[src/rtl/audio_note_scheduler_pkg.sv]
// Shared note-word layout and fetch-state encoding for the note scheduler
// and the sequencer ROM builder.
package audio_pkg;

    localparam int NOTE_FREQ_MSB = 31;
    localparam int NOTE_FREQ_LSB = 16;
    localparam int NOTE_DUR_MSB  = 15;
    localparam int NOTE_DUR_LSB  = 0;

    typedef enum logic [1:0] {
        S_IDLE  = 2'd0,
        S_ISSUE = 2'd1,
        S_WAIT  = 2'd2
    } fetch_state_e;

    function automatic logic [31:0] note_word(input logic [15:0] f, input logic [15:0] d);
        return {f, d};
    endfunction

    function automatic logic [15:0] note_freq(input logic [31:0] w);
        return w[NOTE_FREQ_MSB:NOTE_FREQ_LSB];
    endfunction

    function automatic logic [15:0] note_dur(input logic [31:0] w);
        return w[NOTE_DUR_MSB:NOTE_DUR_LSB];
    endfunction

endpackage

[src/rtl/audio_note_scheduler_if.sv]
// Note ROM read port: strobe and address out, data back one cycle later.
interface audio_note_scheduler_if #(
    parameter int ADDR_W = 8
);
    logic              rom_en;
    logic [ADDR_W-1:0] rom_addr;
    logic [31:0]       rom_data;

    modport master (output rom_en, output rom_addr, input rom_data);
    modport slave  (input rom_en, input rom_addr, output rom_data);
endinterface

[src/rtl/audio_tick_prescaler.sv]
// Note-tick prescaler: counts 0..TICK_DIV-1 while enabled, tick on the wrap cycle.
module audio_tick_prescaler #(
    parameter int TICK_DIV = 100000
) (
    input  logic clk,
    input  logic rst_n,
    input  logic en,
    input  logic clr,
    output logic tick
);
    localparam int CNT_W = (TICK_DIV > 1) ? $clog2(TICK_DIV) : 1;
    localparam logic [CNT_W-1:0] LAST = CNT_W'(TICK_DIV - 1);

    logic [CNT_W-1:0] cnt;

    always_ff @(posedge clk or negedge rst_n) begin
        if (!rst_n) begin
            cnt <= '0;
        end else if (clr) begin
            cnt <= '0;
        end else if (en) begin
            cnt <= (cnt == LAST) ? '0 : cnt + 1'b1;
        end
    end

    assign tick = en && (cnt == LAST);

endmodule

[src/rtl/audio_note_scheduler.sv]
// Round-robin note fetcher: per-voice pointer/duration registers sharing one ROM port.
//   state   | meaning
//   S_IDLE  | wait for a pending voice, latch the round-robin winner
//   S_ISSUE | drive ROM read for the winner, or retire/skip it at window end
//   S_WAIT  | capture ROM word into the winner's freq/remain, advance ptr
module audio_note_scheduler
    import audio_pkg::*;
#(
    parameter int NUM_VOICES = 3,
    parameter int ADDR_W     = 8,
    parameter int TICK_DIV   = 100000
) (
    input  logic                           clk,
    input  logic                           rst_n,
    input  logic                           start,
    input  logic                           stop,
    input  logic                           loop_en,
    input  logic [NUM_VOICES*ADDR_W-1:0]   base_addr,
    input  logic [NUM_VOICES*ADDR_W-1:0]   end_addr,
    audio_note_scheduler_if.master         rom,
    output logic [NUM_VOICES*16-1:0]       freq,
    output logic [NUM_VOICES-1:0]          voice_done,
    output logic                           busy,
    output logic                           tick
);
    localparam int VIDX_W = (NUM_VOICES > 1) ? $clog2(NUM_VOICES) : 1;

    fetch_state_e state, state_nxt;

    logic [VIDX_W-1:0] grant, grant_inc, rr_next, pick_idx, hi_idx, lo_idx;
    logic              pick_found, hi_found, lo_found;

    logic [ADDR_W-1:0] ptr    [NUM_VOICES];
    logic [ADDR_W-1:0] base_v [NUM_VOICES];
    logic [ADDR_W-1:0] end_v  [NUM_VOICES];
    logic [15:0]       remain [NUM_VOICES];
    logic [NUM_VOICES-1:0] pending, req, grant_oh;

    logic              at_end, finish, empty_loop, do_read, all_done_nxt;
    logic [ADDR_W-1:0] fetch_addr;

    audio_tick_prescaler #(
        .TICK_DIV (TICK_DIV)
    ) u_prescaler (
        .clk   (clk),
        .rst_n (rst_n),
        .en    (busy),
        .clr   (start | stop),
        .tick  (tick)
    );

    // Window-end handling for the currently granted voice.
    always_comb begin
        at_end     = (ptr[grant] == end_v[grant]);
        finish     = at_end && !loop_en;
        empty_loop = at_end && loop_en && (base_v[grant] == end_v[grant]);
        do_read    = (state == S_ISSUE) && !finish && !empty_loop;
        fetch_addr = at_end ? base_v[grant] : ptr[grant];
    end

    assign rom.rom_en   = do_read;
    assign rom.rom_addr = do_read ? fetch_addr : '0;

    assign grant_inc    = (grant == VIDX_W'(NUM_VOICES - 1)) ? '0 : grant + 1'b1;
    assign all_done_nxt = &(voice_done | grant_oh);

    // Lowest requester at or above rr_next wins, otherwise wrap to the lowest overall.
    always_comb begin
        hi_found = 1'b0;
        lo_found = 1'b0;
        hi_idx   = '0;
        lo_idx   = '0;
        for (int v = NUM_VOICES - 1; v >= 0; v--) begin
            if (req[v]) begin
                lo_found = 1'b1;
                lo_idx   = VIDX_W'(v);
                if (VIDX_W'(v) >= rr_next) begin
                    hi_found = 1'b1;
                    hi_idx   = VIDX_W'(v);
                end
            end
        end
        pick_found = hi_found | lo_found;
        pick_idx   = hi_found ? hi_idx : lo_idx;
    end

    always_comb begin
        state_nxt = state;
        case (state)
            S_IDLE:  if (pick_found) state_nxt = S_ISSUE;
            S_ISSUE: state_nxt = do_read ? S_WAIT : S_IDLE;
            S_WAIT:  state_nxt = S_IDLE;
            default: state_nxt = S_IDLE;
        endcase
    end

    always_ff @(posedge clk or negedge rst_n) begin
        if (!rst_n) begin
            state   <= S_IDLE;
            grant   <= '0;
            rr_next <= '0;
        end else if (stop) begin
            state <= S_IDLE;
        end else if (start) begin
            state   <= S_IDLE;
            rr_next <= '0;
        end else begin
            state <= state_nxt;
            if (state == S_IDLE && pick_found) grant <= pick_idx;
            if ((state == S_ISSUE && !do_read) || state == S_WAIT) rr_next <= grant_inc;
        end
    end

    always_ff @(posedge clk or negedge rst_n) begin
        if (!rst_n) begin
            busy <= 1'b0;
        end else if (stop) begin
            busy <= 1'b0;
        end else if (start) begin
            busy <= 1'b1;
        end else if (state == S_ISSUE && finish && all_done_nxt) begin
            busy <= 1'b0;
        end
    end

    for (genvar v = 0; v < NUM_VOICES; v++) begin : g_voice
        logic [ADDR_W-1:0] ptr_q;
        logic [15:0]       remain_q;
        logic [15:0]       freq_q;
        logic              pending_q;
        logic              done_q;
        logic              sel;

        assign sel         = grant_oh[v];
        assign grant_oh[v] = (grant == VIDX_W'(v));
        assign base_v[v]   = base_addr[v*ADDR_W +: ADDR_W];
        assign end_v[v]    = end_addr[v*ADDR_W +: ADDR_W];
        assign ptr[v]      = ptr_q;
        assign remain[v]   = remain_q;
        assign pending[v]  = pending_q;
        assign voice_done[v]   = done_q;
        assign freq[v*16 +: 16] = freq_q;
        // A tick on a voice whose note has run out requests its next word this cycle.
        assign req[v] = busy && (pending_q || (tick && !done_q && remain_q == 16'd0));

        always_ff @(posedge clk or negedge rst_n) begin
            if (!rst_n) begin
                ptr_q     <= '0;
                remain_q  <= '0;
                freq_q    <= '0;
                pending_q <= 1'b0;
                done_q    <= 1'b0;
            end else if (stop) begin
                pending_q <= 1'b0;
                freq_q    <= '0;
            end else if (start) begin
                ptr_q     <= base_v[v];
                remain_q  <= '0;
                freq_q    <= '0;
                pending_q <= 1'b1;
                done_q    <= 1'b0;
            end else if (sel && state == S_ISSUE) begin
                if (finish) begin
                    done_q    <= 1'b1;
                    freq_q    <= '0;
                    pending_q <= 1'b0;
                end else if (empty_loop) begin
                    freq_q    <= '0;
                    remain_q  <= '0;
                    pending_q <= 1'b0;
                end else if (at_end) begin
                    ptr_q <= base_v[v];
                end
            end else if (sel && state == S_WAIT) begin
                freq_q    <= note_freq(rom.rom_data);
                remain_q  <= note_dur(rom.rom_data);
                ptr_q     <= ptr_q + 1'b1;
                pending_q <= 1'b0;
            end else if (tick && !done_q) begin
                if (remain_q == 16'd0) pending_q <= 1'b1;
                else                   remain_q  <= remain_q - 16'd1;
            end
        end
    end

endmodule

[src/flat_wrapper.sv]
// flat-port wrapper written by rule: the top's interface ports become plain ports
module audio_note_scheduler_flat import audio_pkg::*;
#(
    parameter int NUM_VOICES = 3,
    parameter int ADDR_W     = 8,
    parameter int TICK_DIV   = 100000
)
  (clk, rst_n, start, stop, loop_en, base_addr, end_addr, freq, voice_done, busy, tick, rom_rom_en, rom_rom_addr, rom_rom_data);
  audio_note_scheduler_if #(.ADDR_W(ADDR_W)) rom_i ();
  input  logic clk;
  input  logic rst_n;
  input  logic start;
  input  logic stop;
  input  logic loop_en;
  input  logic [NUM_VOICES*ADDR_W-1:0] base_addr;
  input  logic [NUM_VOICES*ADDR_W-1:0] end_addr;
  output logic [NUM_VOICES*16-1:0] freq;
  output logic [NUM_VOICES-1:0] voice_done;
  output logic busy;
  output logic tick;
  output wire logic [$bits(rom_i.rom_en)-1:0] rom_rom_en;
  output wire logic [$bits(rom_i.rom_addr)-1:0] rom_rom_addr;
  input wire logic [$bits(rom_i.rom_data)-1:0] rom_rom_data;
  assign rom_rom_en = rom_i.rom_en;
  assign rom_rom_addr = rom_i.rom_addr;
  assign rom_i.rom_data = rom_rom_data;
  audio_note_scheduler #(.NUM_VOICES(NUM_VOICES), .ADDR_W(ADDR_W), .TICK_DIV(TICK_DIV)) u_core (.clk(clk), .rst_n(rst_n), .start(start), .stop(stop), .loop_en(loop_en), .base_addr(base_addr), .end_addr(end_addr), .rom(rom_i), .freq(freq), .voice_done(voice_done), .busy(busy), .tick(tick));
endmodule
[config.mk]
export PLATFORM = sky130hd
export DESIGN_NAME = audio_note_scheduler_flat
export DESIGN_NICKNAME = d
export VERILOG_FILES = /design/src/rtl/audio_note_scheduler_pkg.sv /design/src/rtl/audio_note_scheduler_if.sv /design/src/rtl/audio_tick_prescaler.sv /design/src/rtl/audio_note_scheduler.sv /design/src/flat_wrapper.sv
export SDC_FILE = /design/constraint.sdc
export NUM_CORES = 1
export LEC_CHECK = 0
export BUFFER_PORTS_ARGS = -buffer_cell sky130_fd_sc_hd__buf_2
export CAP_MARGIN = 20
export CORE_AREA = 2 2 118 235
export CTS_CLUSTER_DIAMETER = 60
export DETAILED_ROUTE_END_ITERATION = 10
export DIE_AREA = 0 0 120 237
export SETUP_SLACK_MARGIN = 0.1
export SYNTH_ARGS = -nofsm -noshare
export SYNTH_HDL_FRONTEND = slang
export SYNTH_SLANG_ARGS = --single-unit
[constraint.sdc]
create_clock -name clk -period 3.17 [get_ports clk]
set_clock_uncertainty 0.2 [all_clocks]
set_input_delay 0.634 -clock clk [delete_from_list [all_inputs] [get_ports clk]]
set_output_delay 0.634 -clock clk [all_outputs]
set_load 0.1 [all_outputs]
==> results of run 1 <==
[path summary, 6_finish.rpt]
kind | to | start
setup reg to reg | u_core.g_voice[2].remain_q[1] | u_core.grant[1]
hold reg to reg | u_core.g_voice[0].freq_q[10] | u_core.g_voice[0].freq_q[10]
min in group asynchronous | u_core.g_voice[0].remain_q[6] | rst_n
setup / recovery | rom_rom_addr[5] | u_core.grant[1]
max in group asynchronous | u_core.g_voice[2].freq_q[14] | rst_n
hold / removal | u_core.g_voice[2].freq_q[4] | rom_rom_data[20]
[placed cells by master, fill, tap and decap left out, types with 11 or more instances in the layout]
cell and n:
sky130_fd_sc_hd__buf_12 20, sky130_fd_sc_hd__nor4_1 14, sky130_fd_sc_hd__mux2i_1 16, sky130_fd_sc_hd__o21ai_0 62
sky130_fd_sc_hd__nand2_1 75, sky130_fd_sc_hd__or3_1 13, sky130_fd_sc_hd__dfrtp_1 148, sky130_fd_sc_hd__o22ai_1 11
sky130_fd_sc_hd__o2bb2ai_2 13, sky130_fd_sc_hd__buf_6 12, sky130_fd_sc_hd__nand4_1 33, sky130_fd_sc_hd__nor3_1 26
sky130_fd_sc_hd__inv_1 51, sky130_fd_sc_hd__buf_2 135, sky130_fd_sc_hd__a21oi_1 91, sky130_fd_sc_hd__nor2_1 129
sky130_fd_sc_hd__a31oi_1 29, sky130_fd_sc_hd__clkbuf_16 17, sky130_fd_sc_hd__buf_4 76, sky130_fd_sc_hd__mux2_4 27
sky130_fd_sc_hd__o21ai_1 54, sky130_fd_sc_hd__nand3_1 25
[through the flow]
step | cells | power, mW | util [%] | area (um^2)
after CTS | 1647 | 7.68 | 45.2 | 12100
after global routing | 1652 | 8.31 | 46.4 | 12400
after detailed placement | 1601 | 5.42 | 41.8 | 11100
after floorplan | 1093 | 4.58 | - | 9450
final | 1652 | 7.81 | 46.4 | 12400
after global placement | 1601 | 5.34 | 41.8 | 11100
[critical path, stage by stage, from the launching register on]
cell and delay [ps]:
sky130_fd_sc_hd__dfrtp_2 470, sky130_fd_sc_hd__buf_12 180, sky130_fd_sc_hd__buf_6 120, sky130_fd_sc_hd__mux2i_4 250, sky130_fd_sc_hd__o2bb2ai_4 90, sky130_fd_sc_hd__xnor2_2 190
sky130_fd_sc_hd__nand4_1 220, sky130_fd_sc_hd__nor2_4 210, sky130_fd_sc_hd__buf_6 150, sky130_fd_sc_hd__nor2_1 80, sky130_fd_sc_hd__nor3_4 220, sky130_fd_sc_hd__buf_12 200
[repair_timing]
item	in CTS	in global routing
hold buffers	1	0
setup buffers	11	5
endpoints found under the hold margin	50	0
gates resized for setup	43	86
cloned	2	0
endpoints found under the setup margin	90	110
pin swaps	11	11
[cell type report]
class / count / area, um^2 / share of cell area (%)
clock inverters: 14 / 151 / 1.22
multi-input cells: 823 / 5590 / 45.1
clock buffers: 18 / 429 / 3.47
repair buffers: 245 / 1820 / 14.7
well taps: 348 / 435 / 3.52
inverters: 54 / 205 / 1.66
flip-flops and latches: 150 / 3760 / 30.3
[metal layers]
| layer | wire [um] | vias to the layer above | track usage, % |
|---|---|---|---|
| met5 | 0 | - | 0 |
| met1 | 13000 | 4584 | 28.1 |
| met2 | 15800 | 346 | 36.7 |
| met3 | 1580 | 72 | 3.83 |
| li1 | - | 4407 | - |
| met4 | 1190 | 0 | 10.0 |
[state kept, by name, indices dropped and copies added (netlist names)]
name                      cells
u_core.busy                   1
u_core.g_voice.ptr_q         24
u_core.g_voice.done_q         3
u_core.state                  2
u_core.g_voice.remain_q      48
u_core.rr_next                2
u_core.g_voice.freq_q        48
u_core.g_voice.pending_q      3
u_core.u_prescaler.cnt       17
u_core.grant                  2
[cell families (layout without fill, tap and decap cells)]
group           Yosys count  count (layout)  share of synthesized area [%]
mux                      64              64                           7.39
xor+xnor                 17              17                           1.61
buf+inv                 120             331                           5.96
flops                   150             150                           40.6
compound gates          345             345                           22.8
simple gates            389             389                           20.6
fa+ha+maj                 8               8                           1.08
[power by group through the flow]
stage / clock network (mW) / logic [mW] / registers [mW]
2_1_floorplan: 0 / 1.86 / 2.72
3_3_place_gp: 0 / 2.70 / 2.64
3_5_place_dp: 0 / 2.76 / 2.66
4_1_cts: 2.09 / 2.96 / 2.64
5_1_grt: 2.17 / 3.43 / 2.71
6_report: 2.04 / 3.11 / 2.67
==> out/metrics.csv, run 1 <==
metric,value,unit
outcome,finished with violations,
failing checks,negative setup slack,
most common flop cell mapped by yosys,sky130_fd_sc_hd__dfrtp_1,
most used standard cell by instance count after synthesis,sky130_fd_sc_hd__dfrtp_1,
Hold WS,248,ps
element type at the critical path end,primary output,
largest net degree at the start of global routing,54,
share of the cycle needed by the critical path after routing,116,%
portion of total power attributed to combinational logic,39.8,%
post-placement setup slack,-164,ps
critical path class,reg2out,
width of the chip,120,um
number of detailed-routing iterations run before antenna repair,6,
power density relative to cell area,631,nW/um^2
Core Area,26700,um^2
actual transition at the worst max-transition pin,772,ps
die height,237,um
number of library cell types mapped by synthesis,73,
count of mapped cells out of synthesis,1093,
top post-synthesis cells by count,"150 x sky130_fd_sc_hd__dfrtp_1, 136 x sky130_fd_sc_hd__nor2_1, 94 x sky130_fd_sc_hd__a21oi_1, 79 x sky130_fd_sc_hd__nand2_1, 79 x sky130_fd_sc_hd__o21ai_0",
FMAX,273,MHz
total clock buffers created by CTS,17,
relative slew slack,48.3,%
number of input and output port buffers inserted,146,
drt drc,0,
number of synthesized register bits,150,
crit start category,register,
total track usage,22.2,%
DR vias/cell,5.70,
part of the power in the clock network,26.1,%
via count of the first global-routing pass,9208,
Synth-to-Final Area Change,33.8,%
H-Tree Level Count,4,
post-layout minimum cycle time,3660,ps
share of the yosys chip area belonging to registers,40.6,%
Nets,1384,
maximum count of clock buffers along a single path,2,
cell area after synthesis,9260,um^2
share of the synthesized area in the top cell type,40.6,%
Post-DP HPWL,22.5,mm
YS warnings,0,
final worst slack,-494,ps
Final Hold Vio Count,0,
number of maximum-capacitance violations,0,
peak fanout along the critical path,10,
first-pass GRT wire length,50.0,mm
"Clk pin slew, worst setup/hold paths",60,ps
Worst R2R Setup Slack,20,ps
signal arrival time at the worst endpoint,2830,ps
CTS tree,built,
Die Outline Area,28400,um^2
switching portion of total power,39.9,%
# clock sinks,150,
unrepaired setup endpoints after global routing,true,
Antenna Nets Post-Route,0,
source-to-sink clock delay at the later pin of the worst-skew pair,440,ps
net count after synthesis,1186,
# fillers,2575,
routed via count,9409,
cell-internal power,4.69,mW
ports placed on the boundary,147,
hold depth,3,
routability congestion estimate from global placement,0.899,
initial cell density of the core,34.7,%
average cell area after synthesis,8.47,um^2
final total negative setup slack,-4250,ps
Wirelength per Cell,19.1,um
Async SR Flop Fraction,100,%
antenna diode instance count,0,
R2R depth,13,
gr ovfl total,0,
total wire length after detailed routing,31.6,mm
share of post-route cells with drive strength above 1,30.8,%
Worst VDD drop,0.406,mV
initial antenna violation count,0,
max-slew violation count,0,
sequential power share,34.1,%
cell type with the largest total area after synthesis,sky130_fd_sc_hd__dfrtp_1,
Critical Path RT,2340,ps
clock tree root driver cell,sky130_fd_sc_hd__clkbuf_16,
number of enable-type register cells in the synthesized netlist,0,
Sw Pwr,3.12,mW
initial DRC count,1126,
Synth area leaders,"sky130_fd_sc_hd__dfrtp_1 41%, sky130_fd_sc_hd__nor2_1 5.5%, sky130_fd_sc_hd__a21oi_1 5.1%, sky130_fd_sc_hd__o21ai_0 4.3%, sky130_fd_sc_hd__mux2_1 4.0%",
Setup-failing EPs final,9,
LEAKAGE,5.44,nW
kind of path behind the tightest hold check,in2reg,
num rows,85,
Note: power is estimated with default switching activity, not from simulation.
==> run 2, diff against run 1 <==
Settings changed: MAX_ROUTING_LAYER set to met4.
Clock period 3.17 ns to 3.2 ns, I/O delays scaled along.
==> run 2 against run 1 <==
The run still ends with negative setup slack left. Total power is 2.2% lower. Sequential share of layout area grew 0.20 points. Cell area shrank 0.58%. Setup slack gained 4.0 ps. Critical path type unchanged. Critical endpoint is now rom_rom_addr[4]. Largest cell class unchanged. Largest power group unchanged.
==> out/metrics.csv, run 2 (same netlist as run 1, synthesis figures left out) <==
metric,value,unit
most frequent standard cell in the layout excluding fill and tap cells,sky130_fd_sc_hd__dfrtp_1,
number of maximum-capacitance violations,0,
post-layout power,7.64,mW
initial antenna violation count,0,
Worst VDD drop,0.445,mV
Seq. cell area,3760,um^2
part of the power in the clock network,27.4,%
critical path's slowest cell,sky130_fd_sc_hd__dfrtp_2,
number of detailed-routing iterations run before antenna repair,5,
worst r2r src,u_core.grant[1],
portion of total power attributed to combinational logic,38.2,%
number of input and output port buffers inserted,146,
CTS tree,built,
relative slew slack,44.9,%
Buffers & Inverters on Critical Path,3,
die height,237,um
slowest cell delay on critical path,430,ps
antenna diode instance count,0,
final total negative setup slack,-4670,ps
# fillers,2560,
largest net degree at the start of global routing,84,
routed via count,9363,
routability congestion estimate from global placement,0.892,
drt drc,0,
share of the cycle needed by the critical path after routing,115,%
area occupied by multi-input gates,5420,um^2
maximum count of clock buffers along a single path,2,
final worst slack,-490,ps
DR vias/cell,5.66,
post-layout minimum cycle time,3690,ps
Worst R2R Setup Slack,-70,ps
# clock sinks,150,
cells traversed along the worst timing path,buf_12 -> mux2i_4 -> o2bb2ai_1 -> xor2_1 -> nor4_2 -> a21o_1 -> nand2_2 -> nand2_4 -> buf_12 -> nor3_4 -> buf_12,
outcome,finished with violations,
peak fanout along the critical path,19,
failing checks,negative setup slack,
share of post-route cells with drive strength above 1,27.6,%
CTS Hold Buffers Added,0,
cell type with the highest occurrence count on the critical path,sky130_fd_sc_hd__buf_12,
R2R depth,12,
Die Outline Area,28400,um^2
power density relative to cell area,620,nW/um^2
cell-internal power,4.66,mW
Synth-to-Final Area Change,33.0,%
gr ovfl total,0,
LEAKAGE,5.46,nW
Sw Pwr,2.97,mW
crit start category,register,
total clock buffers created by CTS,17,
actual transition at the worst max-transition pin,827,ps
unrepaired setup endpoints after global routing,true,
largest registers,"u_core.g_voice.freq_q (48), u_core.g_voice.remain_q (48), u_core.g_voice.ptr_q (24)",
Core Area,26700,um^2
signal arrival time at the worst endpoint,2850,ps
kind of path behind the tightest hold check,in2async,
clock tree root driver cell,sky130_fd_sc_hd__clkbuf_16,
worst r2r dst,u_core.g_voice[1].freq_q[12],
Nets,1388,
Critical Path RT,2360,ps
initial cell density of the core,34.7,%
Setup-failing EPs final,18,
initial DRC count,904,
"Clk pin slew, worst setup/hold paths",60,ps
total wire length after detailed routing,31.2,mm
element type at the critical path end,primary output,
critical path class,reg2out,
switching portion of total power,38.9,%
kind of cell adding the most delay to the critical path,buffers and inverters,
Post-DP HPWL,22.8,mm
num rows,85,
via count of the first global-routing pass,9132,
H-Tree Level Count,4,
ports placed on the boundary,147,
sequential power share,34.4,%
first-pass GRT wire length,49.0,mm
max-slew violation count,0,
"commonest non-fill, non-tap cells in the layout","146 x sky130_fd_sc_hd__dfrtp_1, 135 x sky130_fd_sc_hd__buf_2, 128 x sky130_fd_sc_hd__nor2_1",
FMAX,271,MHz
width of the chip,120,um
total track usage,22.5,%
Final Hold Vio Count,0,
Antenna Nets Post-Route,0,
Hold WS,68.1,ps
Wirelength per Cell,18.8,um
source-to-sink clock delay at the later pin of the worst-skew pair,440,ps
run 2: cell count changes in the layout (fill, tap and decap cells not counted), sizes merged:
| cell | change |
|---|---|
| dlygate4sd3 | -1 |
| clkbuf | +2 |
| bufbuf | +1 |
| clkinvlp | -4 |
| buf | +4 |
| bufinv | +1 |
run 2: how the worst max path moves through the flow:
stage | startpoint | slack [ps] | depth (start not counted) | end
CTS | u_core.grant[1] | -500 | 13 | rom_rom_addr[4]
global route | u_core.grant[1] | -600 | 12 | rom_rom_addr[4]
finish | u_core.grant[1] | -490 | 11 | rom_rom_addr[4]
floorplan | u_core.grant[1] | -270 | 12 | rom_rom_addr[2]
detailed placement | base_addr[0] | -120 | 11 | rom_rom_addr[4]
global placement | base_addr[19] | -80 | 11 | rom_rom_addr[5]
run 2: cell type report:
cell class,instances,area share [%]
Sequential cell,150,30.5
Multi-Input combinational cell,823,44.0
Tap cell,348,3.54
Inverter,54,1.67
Clock buffer,20,3.71
Clock inverter,11,1.20
Timing Repair Buffer,249,15.4
run 2: per-stage QoR:
| step | std cells | util, % | area, um^2 | setup WS (ps) |
|---|---|---|---|---|
| final | 1655 | 46.1 | 12300 | -490 |
| after global routing | 1655 | 46.1 | 12300 | -603 |
| after CTS | 1653 | 45.8 | 12200 | -499 |
| after detailed placement | 1611 | 42.1 | 11200 | -118 |
| after global placement | 1611 | 42.1 | 11200 | -76.4 |
| after floorplan | 1093 | - | 9450 | -266 |
run 2: power groups by stage:
stage / Clock, mW / Sequential [mW] / Combinational (mW)
after floorplan: 0 / 2.70 / 1.84
after global placement: 0 / 2.62 / 2.71
after detailed placement: 0 / 2.63 / 2.78
after CTS: 2.15 / 2.60 / 2.89
after global routing: 2.22 / 2.67 / 3.21
final: 2.09 / 2.62 / 2.92
run 2: repair_timing:
action / 4_1_cts / 5_1_grt
gates cloned: 3 / 0
endpoints found under the setup margin: 72 / 102
pin swaps: 17 / 11
buffers inserted: 8 / 1
resized for setup: 44 / 21
run 2: routing by layer:
metal	up-vias	GRT usage (%)	wire length (um)
met2	317	36.1	15500
met1	4575	28.0	13000
met3	67	3.56	1530
met4	0	9.80	1150
li1	4404	-	-
met5	-	-	0
==> run 3, diff against run 2 <==
Settings changed: CTS_CLUSTER_DIAMETER 60 to unset, GPL_TIMING_DRIVEN set to 0.
==> run 3 against run 2 <==
The flow still finishes with violations (negative setup slack). Core utilization up 1.7 points. Clock power up 6%. Routed wire length up 6.4%. Sequential power about the same. Critical endpoint is now rom_rom_addr[5]. Largest cell class unchanged. Largest power group unchanged.
==> out/metrics.csv, run 3 (same netlist as run 1, synthesis figures left out) <==
metric,value,unit
outcome,finished with violations,
failing checks,negative setup slack,
final standard cell utilization of the core,47.8,%
CTS tree,built,
element type at the critical path end,primary output,
total track usage,23.9,%
post-detailed-placement cell area,10600,um^2
number of input and output port buffers inserted,144,
share of post-route cells with drive strength above 1,30.7,%
Core Area,26700,um^2
Wirelength per Cell,20.0,um
cells traversed along the worst timing path,buf_6 -> nor2b_4 -> buf_6 -> buf_12 -> buf_12 -> o2bb2ai_4 -> xnor2_1 -> nand4_1 -> or2_4 -> buf_12 -> nor2_4 -> nor3_4 -> buf_12,
FMAX,267,MHz
power density relative to cell area,627,nW/um^2
routed via count,9637,
kind of path behind the tightest hold check,in2async,
# fillers,2489,
Critical Path RT,2360,ps
initial antenna violation count,0,
final design instance area without fill,12800,um^2
# clock sinks,150,
H-Tree Level Count,4,
first-pass GRT wire length,51.9,mm
gr ovfl total,0,
num rows,85,
critical path class,reg2out,
unrepaired setup endpoints after global routing,true,
routability congestion estimate from global placement,0.937,
worst r2r dst,u_core.g_voice[1].freq_q[12],
"Clk pin slew, worst setup/hold paths",60,ps
LEAKAGE,5.47,nW
post-layout minimum cycle time,3740,ps
largest net degree at the start of global routing,82,
die height,237,um
actual transition at the worst max-transition pin,1040,ps
most frequent standard cell in the layout excluding fill and tap cells,sky130_fd_sc_hd__dfrtp_1,
width of the chip,120,um
relative slew slack,30.0,%
clock tree root driver cell,sky130_fd_sc_hd__clkbuf_16,
initial cell density of the core,34.7,%
ports placed on the boundary,147,
critical path's slowest cell,sky130_fd_sc_hd__dfrtp_1,
maximum count of clock buffers along a single path,2,
initial DRC count,1339,
Die Outline Area,28400,um^2
total wire length after detailed routing,33.2,mm
Worst VDD drop,0.379,mV
largest registers,"u_core.g_voice.freq_q (48), u_core.g_voice.remain_q (48), u_core.g_voice.ptr_q (24)",
signal arrival time at the worst endpoint,2900,ps
Hold WS,38.5,ps
peak fanout along the critical path,9,
Post-DP HPWL,23.2,mm
max-slew violation count,0,
number of maximum-capacitance violations,0,
Synth-to-Final Area Change,38.0,%
source-to-sink clock delay at the later pin of the worst-skew pair,450,ps
CTS Hold Buffers Added,0,
cell type with the highest occurrence count on the critical path,sky130_fd_sc_hd__buf_12,
Final Hold Vio Count,0,
Setup-failing EPs final,36,
startpoint of the worst setup timing path,u_core.grant[1],
Antenna Nets Post-Route,0,
"commonest non-fill, non-tap cells in the layout","149 x sky130_fd_sc_hd__dfrtp_1, 140 x sky130_fd_sc_hd__buf_2, 121 x sky130_fd_sc_hd__nor2_1",
drt drc,0,
number of detailed-routing iterations run before antenna repair,6,
post-layout power,8.01,mW
worst r2r src,u_core.grant[1],
R2R depth,14,
slowest cell delay on critical path,380,ps
post-placement setup slack,-485,ps
DR vias/cell,5.80,
via count of the first global-routing pass,9442,
final worst slack,-541,ps
share of the cycle needed by the critical path after routing,117,%
total clock buffers created by CTS,17,
Worst R2R Setup Slack,-50,ps
crit start category,register,
Nets,1392,
-- run 3: per-stage QoR --
| stage | std cells | setup TNS [ps] |
|---|---|---|
| after floorplan | 1093 | -2230 |
| after global placement | 1585 | -182810 |
| after detailed placement | 1586 | -21740 |
| after CTS | 1652 | -4150 |
| after global routing | 1660 | -11050 |
| final | 1661 | -5220 |
-- run 3: repair_timing --
action                                  4_1_cts  5_1_grt
resized for setup                           201       51
endpoints found under the setup margin      127      136
setup buffers                                30        8
hold endpoints to repair                      0        0
gates cloned                                  4        0
pin swaps                                    38       20
-- run 3: worst max-delay path by stage --
stage | endpoint | slack [ps] | cells past startpoint
after floorplan | rom_rom_addr[2] | -270 | 12
after global placement | u_core.g_voice[0].freq_q[10] | -1110 | 1
after detailed placement | u_core.g_voice[0].remain_q[14] | -490 | 10
after CTS | rom_rom_addr[5] | -470 | 12
after global routing | rom_rom_addr[7] | -630 | 11
final | rom_rom_addr[5] | -540 | 13
-- run 3: routing by layer --
layer,global-route usage (%),routed length (um)
met1,29.7,13800
met2,37.9,15900
met3,3.42,1900
met4,11.8,1610
met5,-,0
-- run 3: layout make-up --
type | instances | area (um^2) | share of cell area (%)
Clock inverter | 11 | 171 | 1.34
Sequential cell | 150 | 3750 | 29.4
Tap cell | 348 | 435 | 3.41
Antenna cell | 1 | 2.50 | 0.0196
Inverter | 54 | 205 | 1.61
Buffer | 66 | 490 | 3.84
Timing Repair Buffer | 186 | 1300 | 10.2
Clock buffer | 21 | 470 | 3.68
Multi-Input combinational cell | 824 | 5940 | 46.5
-- run 3: critical path: cells and delay by family, from the launching register on --
kind                      cells  cell delay [ps]
AOI/OAI and AO/OA             1              120
xor gates and xnor gates      1              130
buffers and inverters         6              910
DFF                           1              380
and+or+nand+nor               5              910
-- run 3: report_power, final --
| group | internal, mW | switching (mW) | total, mW |
|---|---|---|---|
| clock | 1.37 | 0.848 | 2.22 |
| sequential | 2.23 | 0.413 | 2.65 |
| combinational | 1.27 | 1.87 | 3.14 |
| total | 4.88 | 3.13 | 8.01 |
